===== config.mk =====
export PLATFORM = sky130hd
export DESIGN_NAME = prog_frq_div
export DESIGN_NICKNAME = d
export VERILOG_FILES = /design/src/rtl/prog_frq_div.sv
export SDC_FILE = /design/constraint.sdc
export NUM_CORES = 1
export LEC_CHECK = 0
export ABC_AREA = 1
export CELL_PAD_IN_SITES_DETAIL_PLACEMENT = 2
export CELL_PAD_IN_SITES_GLOBAL_PLACEMENT = 2
export CORE_ASPECT_RATIO = 1.4
export CORE_MARGIN = 4
export CORE_UTILIZATION = 31
export CTS_BUF_LIST = sky130_fd_sc_hd__clkbuf_8 sky130_fd_sc_hd__clkbuf_16
export DETAILED_ROUTE_END_ITERATION = 6
export PLACE_DENSITY = 0.76
export SLEW_MARGIN = 20
export SYNTH_ARGS = -nofsm -noshare
export SYNTH_HDL_FRONTEND = slang
export SYNTH_SLANG_ARGS = --single-unit
export TNS_END_PERCENT = 5

===== constraint.sdc =====
create_clock -name clk -period 3 [get_ports clk]
set_input_delay 0.6 -clock clk [delete_from_list [all_inputs] [get_ports clk]]
set_output_delay 0.6 -clock clk [all_outputs]
set_load 0.02 [all_outputs]

===== src/rtl/prog_frq_div.sv =====
// prog_frq_div: runtime-loadable clock-enable divider with pulse and square outputs
module prog_frq_div #(
    parameter int WIDTH       = 8,
    parameter int DEFAULT_DIV = 8
) (
    input  logic             clk,
    input  logic             rst,
    input  logic             en,
    input  logic             ld,
    input  logic [WIDTH-1:0] div_in,
    input  logic             mode,
    output logic             out,
    output logic             tc,
    output logic             pend,
    output logic [WIDTH-1:0] cnt
);
    logic [WIDTH-1:0] d, s, d_n, s_n, cnt_n;
    logic             pend_n, bnd, ld_ok, sq;

    assign bnd   = cnt == d - WIDTH'(1);
    assign ld_ok = ld && (div_in != '0);
    assign tc    = en && bnd && !rst;
    assign sq    = ({1'b0, cnt} < (({1'b0, d} + (WIDTH+1)'(1)) >> 1)) && !rst;
    assign out   = mode ? sq : tc;

    // Next state: divisor swaps only at a period boundary, or immediately while halted
    always_comb begin
        d_n    = d;
        s_n    = s;
        pend_n = pend;
        cnt_n  = cnt;
        if (en) begin
            cnt_n = bnd ? '0 : cnt + WIDTH'(1);
            if (bnd) begin
                if (ld_ok) begin
                    d_n    = div_in;
                    pend_n = 1'b0;
                end else if (pend) begin
                    d_n    = s;
                    pend_n = 1'b0;
                end
            end else if (ld_ok) begin
                s_n    = div_in;
                pend_n = 1'b1;
            end
        end else if (ld_ok) begin
            d_n    = div_in;
            s_n    = div_in;
            pend_n = 1'b0;
            cnt_n  = '0;
        end else if (pend) begin
            d_n    = s;
            pend_n = 1'b0;
            cnt_n  = '0;
        end
    end

    // State registers with immediate reset to the default divisor
    always_ff @(posedge clk or posedge rst) begin
        if (rst) begin
            d    <= WIDTH'(DEFAULT_DIV);
            s    <= WIDTH'(DEFAULT_DIV);
            pend <= 1'b0;
            cnt  <= '0;
        end else begin
            d    <= d_n;
            s    <= s_n;
            pend <= pend_n;
            cnt  <= cnt_n;
        end
    end
endmodule

# After elaboration in Yosys (flattened, before gate mapping)
# Cells that the tools add are included.
# totals
register_bits,25
in_bits,13
out_inout_bits,11
elab_cells,34
# classes
addsub,3
magnitude_cmp,1
eq_ne,4
muxes,15
n_reduce_logical,7
# ops
operator,count
2-to-1 mux 8 bit,11
adder 8 x 1 -> 9 bit (second input constant),1
adder 8 x 1 -> 8 bit (second input constant),1
== test 8 bit,1
< comparator 8 bit,1
nonzero test 8 bit,1
subtractor 8 x 1 -> 8 bit (second input constant),1
logical AND 1 bit,4
2-to-1 mux 1 bit,4
!= test 3 x 1 -> 1 bit (second input constant),1
nonzero test 3 bit,1
!= test 2 x 1 -> 1 bit (second input constant),1
!= test 2 bit (second input constant),1
logical NOT 1 bit,1

# Depth between registers and ports, before layout
# depth
depth_word,5
mapped_depth,15
depth_no_buf,15

# Worst setup path after synthesis
# OpenSTA, ideal clock, no wires.
# synth_path
path_type,reg-to-output
startpoint,register d[0]
endpoint,output port out
arrival_ns,1.932
t_required_ns,2.400
slack_ns,0.468
path_stages_with_launch,12
path_buffers,0
cell_sequence,dfrtp_1 inv_1 nor3_1 nand3_1 nor2_1 nand2_1 xor2_1 ha_1 nand2_1 o21a_1 nand4_1 nand2_1
# synth_via
elab_chain_len,5
elab_cells_between_ends,8
classes_between,add/sub: 2; order compare: 1; eq/ne: 1; mux: 1; reduce/logical: 3
# synth_lines
element,line_no,text
"start, declared",17,"logic [WIDTH-1:0] d, s, d_n, s_n, cnt_n;"
"start signal, assigned",61,d <= WIDTH'(DEFAULT_DIV);
"start signal, assigned",66,d <= d_n;
branches (longest 4 deep; another with adder 8 x 1 -> 9 bit),--,
2-to-1 mux 1 bit (*),24,assign out = mode ? sq : tc;
"end, declared",12,"output logic out,"
# Mark *: on every way between the ends.

# Worst setup path in the final report
# layout_path
startpoint,register d[2]
endpoint,output port out
# Same word-level chain as after synthesis.

==> flow_summary.ini <==
[grt]
grt_overflow = 0
grt_first_pass_wirelength_um = 10140
grt_max_degree = 25
grtUsageTotal = 0.1795
antenna_found_initial = 0
grt_pass1_vias = 2107

[placement]
dp.cells = 368
place_hpwl_um = 4966
dpl-instance-area_mm2 = 0.002287
gp_congestion = 0.7643
port_buffers = 23

[layout]
syn2layout_area_growth_pct = 28.70
multi_input_area_mm2 = 0.001115
stdcell_count = 374
fin_nets = 328
fill_cells = 729
drive_gt1_frac = 0.1875
final_core_util = 0.4077
diodes = 0
seqCellArea_um2 = 629.4
design_area_mm2 = 0.002374

[floorplanning]
io_pins = 24
die_x_um = 73.19
initial_core_util = 0.3168
rows = 33
die_area_mm2 = 0.007264
core_mm2 = 0.005822
die_h_um = 99.26

[timing]
tightest_slew_ns = 0.4350
setup_viol = 0
finalCritPeriodShare = 0.9575
clock_skew_ns = 0.003969
fin_crit_ns = 2.872
fmax_mhz = 348.1
hold_viol_final = 0
setup_tns_ns = 0
slew_headroom = 0.7082
slew_viol_final = 0

[critical_path]
timing.rr.start = d[1]
regToRegSetupSlack_ns = 0.73
r2r-end = d[7]
endpoint_kind = output pin
reg2reg_depth = 17
arrival_ns = 2.27
cp-start-kind = register
setup.worst_path.class = register to output pin
required_ns = 2.40
path_max_fanout = 3

[routing]
wl_per_cell_um = 16.47
dr.pass1.iters = 4
vias = 1886
antenna_left = 0
first_iter_violations = 29
vias_per_cell = 5.043
wl_um = 6160
drc = 0

[synthesis]
syn_avg_cell_area_um2 = 7.121
async_flop_share = 1.000
synth_edf_count = 0
netlist.area_leader.share = 0.3121
synth_most_common_cell = nand2_1
synthTopCellsByArea = dfrtp_1 (31%), nand2_1 (20%), nand3_1 (8.4%)
yosysWarnings = 0
netlist_area_mm2 = 0.001844
yosysTopAreaCell = dfrtp_1
syn-instance-count = 259
yosysSeqAreaShare = 0.3406
synth_seq_cells = 25
synth_commonest_cells = nand2_1 (97), nand3_1 (31), dfrtp_1 (23), inv_1 (21), nor2_1 (11)
ys.flop_type = dfrtp_1
synth_cell_types = 27
syn_nets = 282

[cts]
cts_made_buffers = 3
clk_pin_slew_worst_paths_ns = 0.09
clock_latency_ns = 0.27
clock-sinks = 25
cts_tree = built
cts_buffer_depth = 2
postCtsHoldBufs = 0
h-tree-depth = 1
ctsRootBufferMaster = clkbuf_8

[run_status]
status = complete, no violations

[pwr]
p_switching_uw = 458.0
total_leakage_power_nw = 1.193
internal_power_uw = 678.2
power.density_mw_per_mm2 = 478.7
seq_power_share = 0.382
share_comb_of_total_power = 0.439
p_sw_frac = 0.4031
clock_power_share = 0.179
irDropWorstVdd_uv = 229.2

[min_path]
min_path_type = register to register
worstHoldStart = s[3]
min_to = s[3]
hold_depth = 2

[run]
maxCapViolCount = 0
## cell families after synthesis
kind of cell,synth area share
AND/OR/NAND/NOR,0.4037
buffers and inverters,0.07259
flip-flops,0.3406
AO/OA/AOI/OAI,0.04410
XOR/XNOR,0.07124
adder cells (fa/ha/maj),0.06784
## worst max-delay path: stages (launching register included)
cell and delay, ns:
dfrtp_2 0.41, inv_2 0.06, nor3_4 0.20, nand3_1 0.14, nor2_1 0.12, nand2_1 0.07, xor2_1 0.15, ha_1 0.28
nand2_1 0.07, o21a_1 0.19, nand4_1 0.09, nand2_1 0.06, buf_4 0.15
## placed cells by master, fill, tap and decap left out
master            n
xor2_1            8
nor2_2            2
inv_1            20
nand3_1          29
nand2_4           2
or2_2             1
nor4_1            2
nor2_4            2
nand4_1           8
clkbuf_2          1
xnor2_1           7
nor2_1           10
a21oi_2           1
inv_2             5
dfrtp_2           1
a21oi_1           3
o21a_1            1
ha_2              2
nand2_2           5
clkinv_1          1
clkdlybuf4s50_1  21
nand3_2           3
clkbuf_8          3
nand2_1          97
nor3_4            1
ha_1              8
nand3_4           1
o21ai_0           7
buf_4            25
dfstp_2           2
o22ai_1           3
dfrtp_1          22
## cell type report
type | count | share of cell area
Clock buffer | 3 | 0.01740
Clock inverter | 1 | 0.001581
Inverter | 25 | 0.03954
Multi-Input combinational cell | 203 | 0.4697
Sequential cell | 25 | 0.2652
Tap cell | 70 | 0.03690
Timing Repair Buffer | 47 | 0.1697
## power groups by stage
stage	logic [mW]	clock network, mW	registers (mW)
finish	0.499	0.203	0.434
global route	0.564	0.225	0.443
CTS	0.486	0.215	0.431
detailed placement	0.483	0	0.438
global placement	0.460	0	0.434
floorplan	0.289	0	0.434
## stage by stage
| step | power, mW | worst slack (ns) | hold WS (ns) |
|---|---|---|---|
| after floorplan | 0.7233 | 0.4679 | 0.4422 |
| after global placement | 0.8943 | 0.05152 | 0.4537 |
| after detailed placement | 0.9210 | -0.02721 | 0.4570 |
| after CTS | 1.132 | 0.001742 | 0.4716 |
| after global routing | 1.232 | -0.07652 | 0.4797 |
| final | 1.136 | 0.1276 | 0.4661 |
## state kept, by name, summed over array words and instances (netlist names)
register,count
pend,1
s,8
cnt,8
d,8
## per-layer routing
| layer | share of wire | global-route usage | up-vias |
|---|---|---|---|
| met1 | 0.38 | 0.1970 | 933 |
| met3 | 0.017 | 0.01011 | 6 |
| met2 | 0.59 | 0.3611 | 28 |
| met5 | 0 | 0 | - |
| met4 | 0.013 | 0.03835 | 0 |
| li1 | - | - | 919 |
## timing repair
action	in CTS	in global routing
pin swaps	2	4
gates cloned	0	0
setup buffers	0	2
endpoints found under the hold margin	0	0
endpoints found under the setup margin	2	2
resized for setup	4	15
## how the worst max path moves through the flow
stage,depth (start not counted),slack [ns],to,startpoint
2_1_floorplan,11,0.47,out,d[0]
3_3_place_gp,11,0.05,out,d[0]
3_5_place_dp,10,-0.03,out,d[0]
4_1_cts,10,0.002,out,d[0]
5_1_grt,12,-0.08,out,d[1]
6_report,12,0.13,out,d[2]
(Power assumes the default switching activity.)
